### src/rtl/mac_accumulator_ctrl.sv
// Accumulates N_TERMS unsigned products from the multiplier into a sticky
// saturating accumulator and offers the final sum over a valid/ready handshake.
module mac_accumulator_ctrl #(
  parameter int PROD_W  = 16,
  parameter int ACC_W   = 24,
  parameter int N_TERMS = 8
) (
  input  logic              clk,
  input  logic              rst,
  input  logic              start,
  input  logic [PROD_W-1:0] prod_in,
  input  logic              prod_valid,
  input  logic              out_ready,
  output logic [ACC_W-1:0]  acc_out,
  output logic              acc_valid,
  output logic              overflow,
  output logic              busy
);

  localparam int CNT_W = $clog2(N_TERMS + 1);
  localparam logic [CNT_W-1:0] LAST = CNT_W'(N_TERMS - 1);

  typedef enum logic [1:0] {IDLE, ACCUM, HOLD} state_t;

  state_t           state_q, state_d;
  logic [ACC_W-1:0] acc_q, acc_d;
  logic             ovf_q, ovf_d;
  logic [CNT_W-1:0] cnt_q, cnt_d;
  logic [ACC_W:0]   sum;

  // One guard bit above the accumulator catches the carry out for saturation.
  assign sum = {1'b0, acc_q} + {{(ACC_W + 1 - PROD_W){1'b0}}, prod_in};

  always_ff @(posedge clk) begin
    if (rst) begin
      state_q <= IDLE;
      acc_q   <= '0;
      ovf_q   <= 1'b0;
      cnt_q   <= '0;
    end else begin
      state_q <= state_d;
      acc_q   <= acc_d;
      ovf_q   <= ovf_d;
      cnt_q   <= cnt_d;
    end
  end

  always_comb begin
    state_d = state_q;
    acc_d   = acc_q;
    ovf_d   = ovf_q;
    cnt_d   = cnt_q;
    case (state_q)
      IDLE: begin
        if (start) begin
          acc_d   = '0;
          ovf_d   = 1'b0;
          cnt_d   = '0;
          state_d = ACCUM;
        end
      end
      ACCUM: begin
        if (prod_valid) begin
          if (sum[ACC_W] || ovf_q) begin
            acc_d = '1;
            ovf_d = 1'b1;
          end else begin
            acc_d = sum[ACC_W-1:0];
          end
          cnt_d = cnt_q + CNT_W'(1);
          if (cnt_q == LAST) state_d = HOLD;
        end
      end
      HOLD: begin
        // A start coincident with the handshake chains straight into the next run.
        if (out_ready) begin
          if (start) begin
            acc_d   = '0;
            ovf_d   = 1'b0;
            cnt_d   = '0;
            state_d = ACCUM;
          end else begin
            state_d = IDLE;
          end
        end
      end
      default: state_d = IDLE;
    endcase
  end

  assign acc_out   = acc_q;
  assign overflow  = ovf_q;
  assign acc_valid = (state_q == HOLD);
  assign busy      = (state_q != IDLE);

endmodule

### config.mk
export PLATFORM = sky130hd
export DESIGN_NAME = mac_accumulator_ctrl
export DESIGN_NICKNAME = d
export VERILOG_FILES = /design/src/rtl/mac_accumulator_ctrl.sv
export SDC_FILE = /design/constraint.sdc
export NUM_CORES = 1
export LEC_CHECK = 0
export BUFFER_PORTS_ARGS = -buffer_cell sky130_fd_sc_hd__buf_2
export CAP_MARGIN = 0
export CORE_ASPECT_RATIO = 0.7
export CORE_MARGIN = 4
export CORE_UTILIZATION = 57
export DETAILED_ROUTE_END_ITERATION = 10
export PLACE_DENSITY = 0.84
export SYNTH_ARGS = -nofsm -noshare
export SYNTH_HDL_FRONTEND = slang
export SYNTH_SLANG_ARGS = --single-unit
### constraint.sdc
create_clock -name clk -period 4.7 [get_ports clk]
set_input_delay 0.47 -clock clk [delete_from_list [all_inputs] [get_ports clk]]
set_output_delay 0.47 -clock clk [all_outputs]
set_load 0.05 [all_outputs]
* Yosys cells after proc, flatten, opt, wreduce, memory -nomap -nowiden *
Cells that the tools add are included.

operators by class
  reduce and logical (&&, ||, !) cells = 7
  $add $sub $neg = 2
  eq/ne operators = 8
  multiplexer cells = 20

operators with widths
  operator                                             number
  2-to-1 mux 24 bit                                    4
  one-hot mux 24 bit (3 select lines)                  1
  adder 24 x 16 -> 25 bit                              1
  2-to-1 mux 4 bit                                     3
  one-hot mux 4 bit (3 select lines)                   1
  != test 2 bit, second input constant                 5
  2-to-1 mux 2 bit                                     4
  AND reduction 4 bit                                  2
  one-hot mux 2 bit (3 select lines)                   1
  2-to-1 mux 1 bit                                     5
  adder 4 x 1 -> 4 bit, second input constant          1
  equality test 4 x 3 -> 1 bit, second input constant  1
  one-hot mux 1 bit (3 select lines)                   1
  AND reduction 3 bit                                  1
  nonzero test 3 bit                                   1
  equality test 2 x 1 -> 1 bit, second input constant  1
  equality test 2 bit, second input constant           1
  logical NOT 2 bit                                    1
  nonzero test 2 bit                                   1
  logical OR 1 bit                                     1

storage, ports and cells
  output and inout bits = 27
  bits of input ports = 21
  register bits = 31

* Longest topological paths before layout *
Gate-level depths: netlist (run 1).

  word-level depth = 5
  mapped depth = 10

* Worst setup path after synthesis (run 1) *
No wires, ideal clock.

  kind = register -> register
  start point = reg acc_q[0] (netlist: acc_out[0])
  end point = reg acc_q[13] (netlist: acc_out[13])
  setup time = 0.122 ns
  arrival time = 2.640 ns
  clock period less this slack = 2.762 ns
  slack = 1.938 ns
  path buffers = 0
  stages on the path, launching flop included = 10
  cells stage by stage = dfxtp_1 ha_1 fa_1 a21o_1 a221o_1 o21ai_1 o21ai_2 a41o_4 and2_1 a221o_1

on the way
  cells in the longest elaborated chain, start to end = 5

RTL lines
  item                                     RTL line  RTL
  start: declaration                       26        logic [ACC_W-1:0] acc_q, acc_d;
  start signal: assignment                 37        acc_q <= '0;
  start signal: assignment                 42        acc_q <= acc_d;
  adder 24 x 16 -> 25 bit (*)              32        assign sum = {1'b0, acc_q} + {{(ACC_W + 1 - PROD_W){1'b0}}, prod_in};
  logical OR 1 bit                         64        if (sum[ACC_W] || ovf_q) begin
  2-to-1 mux 24 bit (*)                    64
  2-to-1 mux 24 bit (*)                    63        if (prod_valid) begin
  one-hot mux 24 bit (3 select lines) (*)  53        case (state_q)

Every way passes the cells marked *; elsewhere a longest branch is shown, timed or not. The select of a mux whose other input is x is not followed.
A chain may end at the register's enable or synchronous reset.

* Final worst setup path (run 1) *
Ends and elaborated chain as after synthesis.

==> results of run 1 <==
==> worst max-delay path, stage by stage, from the launching register on <==
cell and delay (ns):
dfxtp_1 0.32, ha_1 0.21, fa_1 0.40, a21o_1 0.23, a221o_1 0.31, o21ai_1 0.20, o21ai_2 0.17, a41o_4 0.39
and2_1 0.17, a221o_1 0.25
==> synth_stat cells, types with 3 or more instances <==
| master | count | area, um2 |
|---|---|---|
| a22oi_1 | 5 | 37.5 |
| dfxtp_1 | 31 | 621 |
| xnor2_1 | 5 | 43.8 |
| a21oi_1 | 20 | 100 |
| clkbuf_1 | 7 | 26.3 |
| ha_1 | 17 | 213 |
| a21o_1 | 5 | 37.5 |
| o21ai_0 | 35 | 175 |
| xor2_1 | 6 | 52.6 |
| and3_1 | 3 | 18.8 |
| inv_1 | 6 | 22.5 |
| o21a_1 | 4 | 30.0 |
| nand3_1 | 14 | 70.1 |
| nor3_1 | 7 | 35.0 |
| nor2b_1 | 5 | 31.3 |
| mux2i_1 | 4 | 40.0 |
| nor2_1 | 15 | 56.3 |
| and4_1 | 3 | 26.3 |
| nand2_1 | 39 | 146 |
| o211ai_1 | 3 | 22.5 |
==> worst paths after layout <==
kind,from,end,slack [ns],cells after the start
max,acc_out[0]$_SDFFE_PP0P_,acc_out[13]$_SDFFE_PP0P_,1.95,9
min,acc_out[7]$_SDFFE_PP0P_,acc_out[7]$_SDFFE_PP0P_,0.45,2
max reg2reg,acc_out[0]$_SDFFE_PP0P_,acc_out[13]$_SDFFE_PP0P_,1.95,9
min reg2reg,acc_out[7]$_SDFFE_PP0P_,acc_out[7]$_SDFFE_PP0P_,0.45,2
==> power breakdown <==
group	switching, mW	internal (mW)	total [mW]
registers	0.0111	0.274	0.285
clock network	0.107	0.172	0.279
logic	0.128	0.0667	0.195
==> state kept, by name, indices dropped and copies added, names as in the netlist <==
name	count
overflow	1
state_q	2
cnt_q	4
acc_out	24
==> layout make-up <==
type / instances / area share [%]
timing repair buffer: 49 / 10.0
clock inverter: 2 / 1.40
clock buffer: 6 / 3.30
tap: 50 / 2.50
multi-input combinational: 225 / 57.0
sequential: 31 / 24.8
inverter: 6 / 0.901
==> routing by layer <==
metal,wire length [um],GRT usage (%),part of all wire [%],vias to the layer above
met3,335,5.66,6.5,11
li1,-,-,-,1093
met4,89,9.40,1.7,0
met2,2240,33.5,43,66
met5,0,0,0,-
met1,2480,31.1,48,945
==> logic make-up after synthesis <==
family	Yosys count	synth area share, %
flops	31	29.5
simple gates	102	23.3
xor+xnor	11	4.58
buf+inv	15	2.79
mux	4	1.90
compound gates	90	26.9
fa+ha+maj	18	11.1
==> summary.txt, run 1 <==
worst slack at placement -> 1.68 ns
Crit path required time -> 4.88 ns
Routed WL -> 5140 um
CTS buffer count -> 5
DR vias -> 2115
Min Hold Slack -> 0.452 ns
final hold violation count -> 0
post-synthesis sequential area ratio -> 29.5%
Max Fclk -> 364 MHz
CTS root buffer -> clkbuf_8
CP endpoint kind -> flop
vias in the first global route -> 1819
endpoints failing setup -> 0
initial drt markers -> 128
initial antenna violation count -> 0
Placeable Area -> 0.00354 mm2
n_diodes -> 0
Mapped Area -> 0.00210 mm2
Slew @ Worst Pin -> 0.931 ns
Setup TNS -> 0 ns
GR Util All Layers -> 22.5%
startpoint types -> flop
final worst setup slack -> 1.95 ns
Die H -> 58.8 um
worst path arrival time -> 2.93 ns
post-layout instance area -> 0.00250 mm2
CTS clk-pin slew, worst paths -> 0.07 ns
Clock Sinks -> 31
Avg Cell Area, Syn -> 7.77 um2
fin. max-slew vios -> 0
RSZ-0062 raised after global routing -> false
static leakage -> 1.23 nW
Max Buffers Root-to-Sink -> 2
Net Count, Synth -> 310
H-tree Lvls -> 2
Pre-antenna DRT Iters -> 4
Via density -> 5.73
VDD IR max -> 0.205 mV
I/O Pins -> 48
crit path kind -> reg -> reg
port buffer count -> 47
site row count -> 18
Tmin final -> 2.75 ns
Total Die Area -> 0.00474 mm2
GRT overflow -> 0
die width -> 80.6 um
post-cts resize count -> 0
power per cell area -> 304 mW/mm2
status -> finished clean
Syn-to-layout area delta -> 18.7%
routed len/inst -> 13.9 um
post-synth cell types -> 48
share of post-route cells with drive strength above 1 -> 20.1%
gpl congestion -> 0.889
CTS hold repair buffers -> 0
skew final -> 0.0110 ns
Slew Limit Headroom -> 37.7%
Total Nets Final -> 357
area of the multi-input gates -> 0.00143 mm2
CTS tree -> built
most frequent cells in the layout -> 47 x buf_2, 39 x nand2_1, 35 x o21ai_0
Initial Util -> 59.5%
fillers -> 314
flops & latches, synth -> 31
Post-route DRC -> 0
Mapped Cells -> 271
Finished Layout Cells -> 369
fraction of registers with async set/reset -> 0%
Overall Power -> 758 uW
DP Cell Count -> 361
Finished Core Util -> 70.7%
FF+latch area -> 621 um2
commonest non-fill, non-tap cell in the layout -> buf_2
Final period util -> 58.5%
Max-Cap Viols -> 0
Clock Latency Late Sink -> 0.29 ns
ys flop type -> dfxtp_1
Post-synth EDFFs -> 0
HPWL Detailed -> 3800 um
Post-CTS Setup Inserts -> 0
largest net degree at the start of global routing -> 18
Worst Hold Class -> reg -> reg
first-pass GRT wire length -> 8270 um
Placed Instance Area -> 0.00238 mm2
Synth warnings -> 0
ANT nets after route -> 0
Crit Path Max Fanout -> 16
No activity file was read; power rests on OpenSTA's default activity.
==> inputs of run 2 (changes only) <==
ABC_AREA = 1   (was unset)
PLACE_DENSITY = 0.81   (was 0.84)
clock period = 2.79 ns   (was 4.7 ns; I/O delays follow)
==> run 2 against run 1 <==
  * Die area increased by 32%
  * Utilization decreased by 2.3 points
  * Via count increased by 50%
  * Critical endpoint is now acc_out[20]$_SDFFE_PP0P_
  * Sequential share of layout area decreased by 6.0 points
  * Area after synthesis increased by 37%
  * Clock skew decreased by 0.0051 ns
  * Clock-buffer cell count unchanged
  * Combinational power increased to 2.7 times the previous value
  * Critical path type unchanged
  * Clock power increased by 71%
==> summary.txt, run 2 <==
status -> finished clean
ANT nets after route -> 0 (unchanged)
post-cts resize count -> 0 (unchanged)
CTS root buffer -> clkbuf_8
post-synth cell types -> 31 (-35%)
FF+latch area -> 621 um2 (unchanged)
static leakage -> 1.81 nW (+47%)
Avg Cell Area, Syn -> 5.81 um2 (-25%)
RSZ-0062 raised after global routing -> false
Worst R2R End -> acc_out[20]$_SDFFE_PP0P_
Worst Hold Class -> in -> reg
initial drt markers -> 238 (+86%)
Pre-antenna DRT Iters -> 5 (+1)
final worst setup slack -> 0.497 ns (-1.46 ns)
Routed WL -> 8430 um (+64%)
CTS buffer count -> 5 (unchanged)
R2R depth -> 13 (+4)
Post-route DRC -> 0 (unchanged)
Total Nets Final -> 583 (+63%)
vias in the first global route -> 2775 (+53%)
endpoints failing setup -> 0 (unchanged)
Crit path required time -> 2.93 ns (-1.95 ns)
Slew @ Worst Pin -> 0.708 ns (-0.223 ns)
worst slack at placement -> 0.465 ns (-1.21 ns)
first-pass GRT wire length -> 13600 um (+64%)
commonest non-fill, non-tap cell in the layout -> nand2_1
Worst Hold Path EP -> state_q[1]$_SDFFE_PP0P_
share of post-route cells with drive strength above 1 -> 17.4% (-2.6 points)
VDD IR max -> 0.259 mV (+26%)
Mapped Area -> 0.00288 mm2 (+37%)
Mapped Cells -> 496 (+83%)
FF-to-FF Start -> acc_out[0]$_SDFFE_PP0P_
fillers -> 492 (+57%)
ys flop type -> dfxtp_1
most frequent cells in the layout -> 198 x nand2_1, 81 x inv_1, 47 x buf_2
largest net degree at the start of global routing -> 30 (+12)
Post-synth EDFFs -> 0 (unchanged)
Crit Path Max Fanout -> 21 (+5)
startpoint types -> flop
Worst Hold Depth -> 4 (+2)
Max Fclk -> 436 MHz (+20%)
Yosys top cell by area -> nand2_1
Slew Limit Headroom -> 52.8% (+15 points)
port buffer count -> 47 (unchanged)
Syn-to-layout area delta -> 14.6%
Hold Crit Start -> out_ready
n_diodes -> 0 (unchanged)
CP endpoint kind -> flop
GR Util All Layers -> 28.0% (+5.5 points)
Finished Core Util -> 68.3% (-2.3 points)
synth top area cells -> nand2_1 26%, dfxtp_1 22%, inv_1 11%, ha_1 7.4%, nand3_1 4.7%
Clock Sinks -> 31 (unchanged)
GRT overflow -> 0 (unchanged)
routed len/inst -> 13.7 um (-1.6%)
Initial Util -> 59.6% (+0.083 points)
most common cell in the netlist -> nand2_1
area of the multi-input gates -> 0.00190 mm2 (+33%)
flops & latches, synth -> 31 (unchanged)
fraction of registers with async set/reset -> 0% (unchanged)
site row count -> 21 (+3)
commonest cells in the netlist -> 198 x nand2_1, 81 x inv_1, 36 x nor2_1
skew final -> 0.00589 ns (-0.00509 ns)
final hold violation count -> 0 (unchanged)
R2R Setup Slk -> 0.50 ns (-1.46 ns)
DR vias -> 3177 (+50%)
Net Count, Synth -> 535 (+73%)
crit path kind -> reg -> reg
fin. max-slew vios -> 0 (unchanged)
max reg flops -> 24 (unchanged)
Tmin final -> 2.29 ns (-0.455 ns)
H-tree Lvls -> 2 (unchanged)
CTS tree -> built
Post-CTS Setup Inserts -> 0 (unchanged)
power per cell area -> 452 mW/mm2 (+49%)
Placeable Area -> 0.00483 mm2 (+37%)
Clock Latency Late Sink -> 0.29 ns (about the same)
gpl congestion -> 1.01 (+13%)
Via density -> 5.17 (-9.7%)
Max-Cap Viols -> 0 (unchanged)
Die H -> 67.5 um (+15%)
Total Die Area -> 0.00627 mm2 (+32%)
area share of the largest cell type after synthesis -> 25.8% (-3.7 points)
die width -> 93.0 um (+15%)
Overall Power -> 1.49 mW (+97%)
I/O Pins -> 48 (unchanged)
HPWL Detailed -> 6590 um (+73%)
CTS hold repair buffers -> 0 (unchanged)
Max Buffers Root-to-Sink -> 2 (unchanged)
post-synthesis sequential area ratio -> 21.5% (-8.0 points)
CTS clk-pin slew, worst paths -> 0.07 ns (about the same)
initial antenna violation count -> 0 (unchanged)
Final period util -> 82.2% (+24 points)
worst path arrival time -> 2.44 ns (-0.49 ns)
Synth warnings -> 0 (unchanged)
Setup TNS -> 0 ns (unchanged)
==> run 2: stage by stage <==
step	area (um2)	std cells	hold slack [ns]
after floorplan	2880	496	0.453
after global placement	3190	606	0.468
after detailed placement	3190	606	0.477
after CTS	3300	614	0.286
after global routing	3300	614	0.309
final	3300	614	0.285
==> run 2: how the worst max path moves through the flow <==
stage	endpoint	from
2_1_floorplan	acc_out[22]$_SDFFE_PP0P_	acc_out[0]$_SDFFE_PP0P_
3_5_place_dp	acc_out[20]$_SDFFE_PP0P_	prod_in[0]
4_1_cts	acc_out[23]$_SDFFE_PP0P_	acc_out[0]$_SDFFE_PP0P_
3_3_place_gp	acc_out[19]$_SDFFE_PP0P_	prod_in[0]
6_report	acc_out[20]$_SDFFE_PP0P_	acc_out[0]$_SDFFE_PP0P_
5_1_grt	acc_out[20]$_SDFFE_PP0P_	acc_out[0]$_SDFFE_PP0P_
==> run 2: worst max-delay path, stage by stage (launching register included) <==
cell     delay [ns]
dfxtp_1        0.33
ha_1           0.23
fa_1           0.42
nand2_1        0.11
nand2_1        0.09
nand3_1        0.11
nand3_2        0.11
nand2_1        0.09
nand2_2        0.07
nor2_4         0.15
buf_12         0.20
nand3_1        0.10
nand2_1        0.07
a21oi_1        0.07
==> run 2: cell families after synthesis <==
kind of cell,count (synthesis),share of synthesized area [%]
AOI/OAI and AO/OA,46,9.64
xor gates and xnor gates,9,2.74
adders and majority gates,18,8.08
buffers and inverters,92,12.6
DFF,31,21.5
and+or+nand+nor,300,45.4
==> run 2: report_power, final <==
part | internal, mW | switching (mW) | leakage, nW
clock | 0.289 | 0.188 | 0.0612
combinational | 0.155 | 0.376 | 1.49
sequential | 0.467 | 0.0196 | 0.251
total | 0.911 | 0.583 | 1.81
==> run 2: final cells by class <==
type | instances | area share [%]
Clock buffer | 6 | 2.50
Clock inverter | 2 | 1.06
Inverter | 83 | 9.43
Multi-Input combinational cell | 373 | 57.4
Sequential cell | 31 | 18.8
Tap cell | 69 | 2.61
Timing Repair Buffer | 50 | 8.18
==> run 2: per-layer routing <==
layer	GRT usage (%)	vias to the layer above	part of all wire, %
met1	41.1	1406	50
met3	4.68	11	8.7
met5	0	-	0
met2	43.3	130	40
li1	-	1630	-
met4	5.30	0	1.1
